<file path="src/rtl/frame_window_ctrl.sv">
// ---------------------------------------------------------------------------
// frame_window_ctrl
//
// Frame-level sequencer for the 3x3 window / filter pipeline. It reads one
// W x H grayscale frame from the source buffer in raster order and streams
// it into the window stage as a valid-qualified pixel stream. It follows the
// window's output stream and writes each interior result to its centre
// address in the result buffer. It pulses frame_done once the frame is
// complete.
//
// Optional feature, selected by the macro BORDER_FILL_EN:
//   When defined, a FILL state writes zero to every border pixel after the
//   interior results have drained. The order is row 0, row H-1, column 0 and
//   then column W-1. When not defined, border pixels are never written and
//   res_wr_sel_zero is tied low.
//
// Parameters:
//   W, H    frame width / height in pixels (both >= 3)
//   ADDR_W  frame-buffer address width, 2**ADDR_W >= W*H
//
// Ports:
//   clk, resetn       clock (rising edge), asynchronous active-low reset
//   start             one-cycle frame request, sampled only in IDLE
//   busy              high in every state except IDLE
//   frame_done        one-cycle completion pulse
//   sink_ready        result sink can accept writes; gates new source reads
//   src_rd_en/addr    source frame-buffer read strobe and address
//   src_rd_data       source read data, valid one cycle after src_rd_en
//   win_in_valid/pixel  pixel stream into the window stage
//   win_out_valid     window output valid (1-cycle latency, in order)
//   res_wr_en/addr    result-buffer write strobe and address
//   res_wr_sel_zero   1 = write zero (border fill), 0 = write filter result
// ---------------------------------------------------------------------------
module frame_window_ctrl #(
    parameter int W      = 160,
    parameter int H      = 120,
    parameter int ADDR_W = 15
) (
    input  logic              clk,
    input  logic              resetn,
    input  logic              start,
    output logic              busy,
    output logic              frame_done,
    input  logic              sink_ready,
    output logic              src_rd_en,
    output logic [ADDR_W-1:0] src_rd_addr,
    input  logic [7:0]        src_rd_data,
    output logic              win_in_valid,
    output logic [7:0]        win_in_pixel,
    input  logic              win_out_valid,
    output logic              res_wr_en,
    output logic [ADDR_W-1:0] res_wr_addr,
    output logic              res_wr_sel_zero
);

    // The output count must be able to hold W*H itself, which may equal
    // 2**ADDR_W, so it is one bit wider than an address.
    localparam int CNT_W = ADDR_W + 1;
    localparam int X_W   = $clog2(W);
    localparam int Y_W   = $clog2(H);

    localparam logic [ADDR_W-1:0] LAST_ADDR = ADDR_W'(W * H - 1);
    localparam logic [ADDR_W-1:0] W_A       = ADDR_W'(W);
    localparam logic [CNT_W-1:0]  TOTAL     = CNT_W'(W * H);
    localparam logic [X_W-1:0]    X_LAST    = X_W'(W - 1);
    localparam logic [Y_W-1:0]    Y_LAST    = Y_W'(H - 1);

`ifdef BORDER_FILL_EN
    typedef enum logic [2:0] {
        S_IDLE,
        S_RUN,
        S_DRAIN,
        S_FILL,
        S_DONE
    } state_t;

    typedef enum logic [1:0] {
        FP_TOP,
        FP_BOT,
        FP_LEFT,
        FP_RIGHT
    } fill_phase_t;

    // First and last address of each border segment.
    localparam logic [ADDR_W-1:0] TOP_END     = ADDR_W'(W - 1);
    localparam logic [ADDR_W-1:0] BOT_START   = ADDR_W'((H - 1) * W);
    localparam logic [ADDR_W-1:0] BOT_END     = ADDR_W'(H * W - 1);
    localparam logic [ADDR_W-1:0] LEFT_START  = ADDR_W'(W);
    localparam logic [ADDR_W-1:0] LEFT_END    = ADDR_W'((H - 2) * W);
    localparam logic [ADDR_W-1:0] RIGHT_START = ADDR_W'(2 * W - 1);
    localparam logic [ADDR_W-1:0] RIGHT_END   = ADDR_W'((H - 1) * W - 1);

    fill_phase_t       fill_phase_q;
    logic [ADDR_W-1:0] fill_addr_q;
    logic              fill_we;
    logic              fill_last;
`else
    typedef enum logic [1:0] {
        S_IDLE,
        S_RUN,
        S_DRAIN,
        S_DONE
    } state_t;
`endif

    state_t            state_q;
    state_t            state_d;
    logic [ADDR_W-1:0] rd_addr_q;

    // Output-side position tracking. row_base_q always equals oy_q*W. It is
    // kept as a running sum so that no multiplier is needed.
    logic [X_W-1:0]    ox_q;
    logic [Y_W-1:0]    oy_q;
    logic [ADDR_W-1:0] row_base_q;
    logic [CNT_W-1:0]  out_cnt_q;

    logic              track_en;
    logic              int_we;
    logic [ADDR_W-1:0] int_addr;

    assign busy         = (state_q != S_IDLE);
    assign src_rd_addr  = rd_addr_q;
    assign win_in_pixel = src_rd_data;

    // Results are tracked only while a frame is in progress. A stray valid
    // seen in IDLE can therefore never move the counters or cause a write.
    assign track_en = busy && win_out_valid;
    assign int_we   = track_en && (ox_q >= X_W'(2)) && (oy_q >= Y_W'(2));
    // The centre of the window that ends at (ox, oy) is (ox-1, oy-1).
    assign int_addr = row_base_q - W_A + ADDR_W'(ox_q) - ADDR_W'(1);

`ifdef BORDER_FILL_EN
    assign fill_last = (fill_phase_q == FP_RIGHT) && (fill_addr_q == RIGHT_END);
`endif

    // -----------------------------------------------------------------------
    // FSM next-state and strobes
    // -----------------------------------------------------------------------
    always_comb begin
        // NOTE: every output of this block gets a default value first. A path
        // that leaves one unassigned would infer a latch.
        state_d    = state_q;
        src_rd_en  = 1'b0;
        frame_done = 1'b0;
`ifdef BORDER_FILL_EN
        fill_we    = 1'b0;
`endif
        case (state_q)
            S_IDLE: begin
                if (start) state_d = S_RUN;
            end
            S_RUN: begin
                // Reads are issued only when the sink can take their results.
                if (sink_ready) begin
                    src_rd_en = 1'b1;
                    if (rd_addr_q == LAST_ADDR) state_d = S_DRAIN;
                end
            end
            S_DRAIN: begin
                if (out_cnt_q == TOTAL) begin
`ifdef BORDER_FILL_EN
                    state_d = S_FILL;
`else
                    state_d = S_DONE;
`endif
                end
            end
`ifdef BORDER_FILL_EN
            S_FILL: begin
                if (sink_ready) begin
                    fill_we = 1'b1;
                    if (fill_last) state_d = S_DONE;
                end
            end
`endif
            S_DONE: begin
                frame_done = 1'b1;
                state_d    = S_IDLE;
            end
            default: state_d = S_IDLE;
        endcase
    end

    // -----------------------------------------------------------------------
    // State, read address and input stream
    // -----------------------------------------------------------------------
    always_ff @(posedge clk or negedge resetn) begin
        // NOTE: sequential state uses non-blocking assignments only. Each
        // register then samples values from before the edge, in any order.
        if (!resetn) begin
            state_q      <= S_IDLE;
            rd_addr_q    <= '0;
            win_in_valid <= 1'b0;
        end else begin
            state_q      <= state_d;
            // Read data returns one cycle after the strobe, so the strobe
            // delayed by one cycle qualifies the pixel.
            win_in_valid <= src_rd_en;
            if (state_q == S_IDLE) begin
                rd_addr_q <= '0;
            end else if (src_rd_en && (rd_addr_q != LAST_ADDR)) begin
                rd_addr_q <= rd_addr_q + 1'b1;
            end
        end
    end

    // -----------------------------------------------------------------------
    // Output tracking
    // -----------------------------------------------------------------------
    always_ff @(posedge clk or negedge resetn) begin
        if (!resetn) begin
            ox_q       <= '0;
            oy_q       <= '0;
            row_base_q <= '0;
            out_cnt_q  <= '0;
        end else if (state_q == S_IDLE) begin
            ox_q       <= '0;
            oy_q       <= '0;
            row_base_q <= '0;
            out_cnt_q  <= '0;
        end else if (track_en) begin
            out_cnt_q <= out_cnt_q + 1'b1;
            if (ox_q == X_LAST) begin
                ox_q <= '0;
                if (oy_q == Y_LAST) begin
                    oy_q       <= '0;
                    row_base_q <= '0;
                end else begin
                    oy_q       <= oy_q + 1'b1;
                    row_base_q <= row_base_q + W_A;
                end
            end else begin
                ox_q <= ox_q + 1'b1;
            end
        end
    end

`ifdef BORDER_FILL_EN
    // -----------------------------------------------------------------------
    // Border fill address walk: the top row, then the bottom row, then
    // column 0 and finally column W-1 of the inner rows. A stalled cycle
    // keeps the current address.
    // -----------------------------------------------------------------------
    always_ff @(posedge clk or negedge resetn) begin
        if (!resetn) begin
            fill_phase_q <= FP_TOP;
            fill_addr_q  <= '0;
        end else if (state_q != S_FILL) begin
            fill_phase_q <= FP_TOP;
            fill_addr_q  <= '0;
        end else if (fill_we) begin
            case (fill_phase_q)
                FP_TOP: begin
                    if (fill_addr_q == TOP_END) begin
                        fill_phase_q <= FP_BOT;
                        fill_addr_q  <= BOT_START;
                    end else begin
                        fill_addr_q <= fill_addr_q + 1'b1;
                    end
                end
                FP_BOT: begin
                    if (fill_addr_q == BOT_END) begin
                        fill_phase_q <= FP_LEFT;
                        fill_addr_q  <= LEFT_START;
                    end else begin
                        fill_addr_q <= fill_addr_q + 1'b1;
                    end
                end
                FP_LEFT: begin
                    if (fill_addr_q == LEFT_END) begin
                        fill_phase_q <= FP_RIGHT;
                        fill_addr_q  <= RIGHT_START;
                    end else begin
                        fill_addr_q <= fill_addr_q + W_A;
                    end
                end
                FP_RIGHT: begin
                    if (!fill_last) fill_addr_q <= fill_addr_q + W_A;
                end
                default: fill_phase_q <= FP_TOP;
            endcase
        end
    end
`endif

    // -----------------------------------------------------------------------
    // Result-buffer write port. The address reads 0 whenever no write is
    // taking place.
    // -----------------------------------------------------------------------
    always_comb begin
        res_wr_en       = int_we;
        res_wr_addr     = int_we ? int_addr : '0;
        res_wr_sel_zero = 1'b0;
`ifdef BORDER_FILL_EN
        if (fill_we) begin
            res_wr_en       = 1'b1;
            res_wr_addr     = fill_addr_q;
            res_wr_sel_zero = 1'b1;
        end
`endif
    end

endmodule
</file>
<file path="config.mk">
export PLATFORM = sky130hd
export DESIGN_NAME = frame_window_ctrl
export DESIGN_NICKNAME = d
export VERILOG_FILES = /design/src/rtl/frame_window_ctrl.sv
export SDC_FILE = /design/constraint.sdc
export NUM_CORES = 1
export LEC_CHECK = 0
export CAP_MARGIN = 5
export CORE_MARGIN = 10
export CORE_UTILIZATION = 50
export DETAILED_ROUTE_END_ITERATION = 8
export PLACE_DENSITY = 0.78
export RECOVER_POWER = 50
export SETUP_SLACK_MARGIN = 0.5
export SLEW_MARGIN = 5
export SYNTH_ARGS = -nofsm -noshare
export SYNTH_HDL_FRONTEND = slang
export SYNTH_SLANG_ARGS = --single-unit
</file>
<file path="constraint.sdc">
create_clock -name clk -period 2.51 [get_ports clk]
set_input_delay 0.502 -clock clk [delete_from_list [all_inputs] [get_ports clk]]
set_output_delay 0.502 -clock clk [all_outputs]
set_load 0.03 [all_outputs]
</file>
## Word-level counts from Yosys, hierarchy flattened

Cells that the tools add are included.

- Reduce and logical (&&, ||, !) cells: 11
- Add/subtract/negate cells: 8
- Eq/ne operators: 12
- Order comparisons: 2
- Muxes and demuxes: 24

Operator list:

| cell | count |
|---|---|
| 15-bit two-way mux | 7 |
| 16-bit two-way mux | 2 |
| 7-bit two-way mux | 4 |
| 8-bit two-way mux | 3 |
| 16-bit by 1-bit adder with 16-bit output (second input constant) | 1 |
| 16-bit by 15-bit equality test with 1-bit output (second input constant) | 1 |
| 15-bit by 1-bit adder with 15-bit output (second input constant) | 1 |
| 15-bit by 8-bit adder with 15-bit output | 1 |
| 15-bit by 8-bit adder with 15-bit output (second input constant) | 1 |
| 15-bit equality test (second input constant) | 1 |
| 15-bit != test (second input constant) | 1 |
| 15-bit by 1-bit subtractor with 15-bit output (second input constant) | 1 |
| 15-bit by 8-bit subtractor with 15-bit output (second input constant) | 1 |
| 8-bit by 1-bit adder with 8-bit output (second input constant) | 1 |
| 8-bit equality test (second input constant) | 1 |
| 8-bit by 2-bit greater-or-equal comparator with 1-bit output (second input constant) | 1 |
| 2-bit two-way mux | 4 |
| 2-bit != test (second input constant) | 4 |
| 2-bit one-hot mux with 4 select lines | 1 |
| 2-bit nonzero test | 4 |
| 7-bit by 1-bit adder with 7-bit output (second input constant) | 1 |
| 7-bit equality test (second input constant) | 1 |
| 7-bit by 2-bit greater-or-equal comparator with 1-bit output (second input constant) | 1 |
| 2-bit equality test (second input constant) | 2 |
| other kinds (6) | 11 |

- Bits of input ports: 13
- Logic and storage cells: 64
- Output and inout port bits: 44
- Register bits: 64

## Logic depth before layout (Yosys ltp)

- Depth in word-level cells: 5
- Depth in mapped cells: 9

## Least setup slack after synthesis

Ideal clock, no wire load.

- Kind: flip-flop to output port
- Start point: register ox_q[5]
- End point: output port res_wr_addr[12]
- Cell stages (with the launch flop): 8
- Path buffers: 0
- Path slack: -0.569 ns
- Data required time: 2.008 ns
- Data arrival time: 2.577 ns
- Cells stage by stage: dfrtp_1 ha_1 ha_1 a21o_1 a31o_2 o211ai_1 a21oi_1 o21ai_0

- Word-level cells in the longest chain between the ends: 4
- Elaborated cells on any way between the ends: 6

Ends and longest elaborated chain:

| item | RTL line | RTL |
|---|---|---|
| from (decl) | 112 | `logic [X_W-1:0] ox_q;` |
| from (signal assigned) | 233 | `ox_q <= ox_q + 1'b1;` |
| branches (longest 3 deep; another with 15-bit by 8-bit adder with 15-bit output) | - |  |
| 15-bit two-way mux (*) | 292 | `res_wr_addr = int_we ? int_addr : '0;` |
| to (decl) | 52 | `output logic [ADDR_W-1:0] res_wr_addr,` |

Mark *: on every way between the ends.

## Final worst setup path

- Start point: register row_base_q[5]
- End point: output port res_wr_addr[14]

- Word-level cells in the longest chain between the ends: 4

Ends and longest elaborated chain:

| item | RTL line | RTL |
|---|---|---|
| from (decl) | 114 | `logic [ADDR_W-1:0] row_base_q;` |
| from (signal assigned) | 230 | `row_base_q <= row_base_q + W_A;` |
| 15-bit by 8-bit subtractor with 15-bit output | 130 | `assign int_addr = row_base_q - W_A + ADDR_W'(ox_q) - ADDR_W'(1);` |
| 15-bit by 8-bit adder with 15-bit output | 130 |  |
| 15-bit by 1-bit subtractor with 15-bit output | 130 |  |
| 15-bit two-way mux | 292 |  |

No other way between the ends.

==> impl_metrics.ini <==
[outcome]
outcome = complete, but fails checks
violations = negative setup slack

[setup_path]
crit_fanout = 5
startpoint = row_base_q[5]
start_kind = register
rr_startpoint = state_q[0]
cp.arrival_ns = 2.40
worstPathRequired_ns = 2.01
critPathCaptureType = primary output
path_class = reg -> out

[drt]
route.vias.total = 3788
firstDrtPassIters = 5
drt-initial-drc-count = 221
drcViolationCount = 0
wire_per_inst_um = 16.9
ant_nets = 0
wl_mm = 11.3
viasPerCell = 5.67

[yosys]
synth_top_cell_by_area = dfrtp_1
ys_top_cells_by_count = nor2_1, dfrtp_1, ha_1
syn_area_um2 = 4020
synth_top_family_by_area = simple AND/OR/NAND/NOR gates
synth-simple-area-share = 0.234
ys_top_cells_by_area = dfrtp_1, ha_1, xnor2_1
synthAdderAreaFrac = 0.123
synth_fp_nets = 509
synth_most_common_cell = nor2_1
synth_compound_gate_area_share = 0.108
async_flop_share = 1.00
yosys_warnings = 0
avgSynthCellArea_um2 = 8.80
synth_edf_count = 0
ys_types = 50
ys_seq_elements = 59
ys_seq_area_frac = 0.367
synth-main-ff-cell = dfrtp_1
muxShareOfSynthArea = 0.0181
syn-instance-count = 457
synthXorXnorAreaFrac = 0.0937
synth_top_area_frac = 0.367

[clocking]
htree_levels = 3
clockRootBuffer = clkbuf_8
cts_made_buffers = 9
clock-sinks = 59
cts_tree = done
hold_buffers = 0
clk_pin_slew_ns = 0.07
clk_path_buf_depth = 2
clk_latency_ns = 0.33

[floorplanning]
start_util = 0.518
die_width_um = 110
core_um2 = 7770
rows = 32
ios = 57
die-area_um2 = 12000
die_height_um = 110

[layout]
layout.nets = 613
diodes = 0
stdcell_count = 668
area_growth_syn_to_layout_pct = 43.9
layout-drive-gt1-share = 0.348
num-fill-cells = 519

[grt]
grt_use_total = 0.176
grt_overflow = 0
grt_pass1_wl_mm = 17.5
grt_max_degree = 36
antenna_found_initial = 0
first_global_vias = 3849

[place]
portBuffers = 39
gp_congestion = 0.813
hpwl_mm = 7.03
dp_cells = 632

[sta]
finalHoldViolCount = 0
slew-limit-headroom = 0.0690
finalSetupViolCount = 27
fin_ws_ns = -0.396
rsz0062_at_grt = true
finalMaxSlewViolations = 0
fin_crit_ns = 2.91
clock_skew_ns = 0.00574
max_freq_mhz = 344
worst_slew_pin_slew_ns = 1.40
timing.hold.ws_ns = 0.464
period_share = 1.16

[power]
power_mw = 5.19
cellPowerDensity_nw_per_um2 = 898
ir_worst_vdd_v = 0.000492
p_leak_nw = 2.67

[hold_path]
min_path_type = in -> async

[flow_run]
drv_cap = 0
[report_power, final]
group | switching [mW] | internal, mW
clock | 0.365 | 0.410
combinational | 1.57 | 1.51
sequential | 0.224 | 1.12
total | 2.16 | 3.04
[flip-flops by register name (all words and copies together) (netlist names)]
register and flops:
out_cnt_q 16, src_rd_addr 15, row_base_q 10, ox_q 8
oy_q 7, state_q 2, win_in_valid 1
[per-stage QoR]
step	utilization	setup TNS, ns	area (um^2)	worst slack, ns
6_report	0.745	-5.82	5780	-0.396
3_5_place_dp	0.643	-1.82	4990	-0.226
5_1_grt	0.745	-9.29	5780	-0.486
2_1_floorplan	-	-0.507	4240	-0.166
3_3_place_gp	0.643	-1.17	4990	-0.189
4_1_cts	0.703	-3.43	5460	-0.403
[final timing paths]
kind,to,slack [ns],cells past startpoint
setup / recovery,res_wr_addr[14],-0.40,9
hold / removal,src_rd_addr[8],0.46,1
min in group clk,out_cnt_q[10],0.58,2
setup reg to reg,oy_q[5],-0.25,9
max in group asynchronous,ox_q[0],0.47,2
hold reg to reg,out_cnt_q[10],0.58,2
[worst max-delay path: stages, from the launching register on]
cell and delay (ns):
dfrtp_1 0.42, ha_4 0.26, ha_4 0.25, a21o_1 0.16, a31o_2 0.23, o211ai_1 0.15, buf_4 0.16, a22oi_2 0.06
mux2i_2 0.21, buf_6 0.16
[repair_timing]
item | CTS | global route
gates resized for setup | 73 | 71
pin swaps | 21 | 24
gates cloned | 0 | 1
setup buffers | 11 | 8
setup endpoints to repair | 39 | 49
[cells in the final DEF, fill, tap and decap left out, types with 6 or more instances in the layout]
| cell type | instances |
|---|---|
| dfrtp_2 | 6 |
| nand2_1 | 28 |
| buf_6 | 27 |
| o21ai_0 | 6 |
| inv_2 | 6 |
| nor3_2 | 6 |
| a21o_1 | 10 |
| ha_4 | 9 |
| xor2_1 | 12 |
| a21oi_4 | 6 |
| nor2_1 | 63 |
| ha_1 | 27 |
| nor3_4 | 6 |
| clkbuf_8 | 11 |
| o21ai_2 | 6 |
| nand3_1 | 13 |
| inv_1 | 23 |
| nor3_1 | 10 |
| dlygate4sd2_1 | 6 |
| buf_4 | 57 |
| nand4_1 | 13 |
| a21oi_1 | 17 |
| clkdlybuf4s50_1 | 9 |
| xnor2_1 | 29 |
| dfrtp_1 | 53 |
[per-layer routing]
layer,global-route usage,part of all wire
met4,0.0493,0.015
met1,0.202,0.39
met3,0.0433,0.058
met2,0.317,0.53
met5,0,0
[cell type report]
| cell class | count | area [um^2] | share of cell area |
|---|---|---|---|
| inverter | 31 | 123 | 0.0212 |
| clock inverter | 2 | 10.0 | 0.00173 |
| multi-input combinational | 348 | 2860 | 0.494 |
| timing repair buffer | 112 | 1020 | 0.177 |
| sequential | 59 | 1480 | 0.257 |
| tap | 102 | 128 | 0.0221 |
| clock buffer | 14 | 163 | 0.0281 |
[kinds of logic (layout without fill, tap and decap cells)]
kind of cell             count (synthesis)  in the layout
flip-flops                              59             59
adder cells (fa/ha/maj)                 39             39
multiplexers                             7              7
buffers and inverters                   50            159
XOR/XNOR                                43             43
AO/OA/AOI/OAI                           70             70
other                                    1              1
AND/OR/NAND/NOR                        188            188
Note: power is estimated with default switching activity, not from simulation.
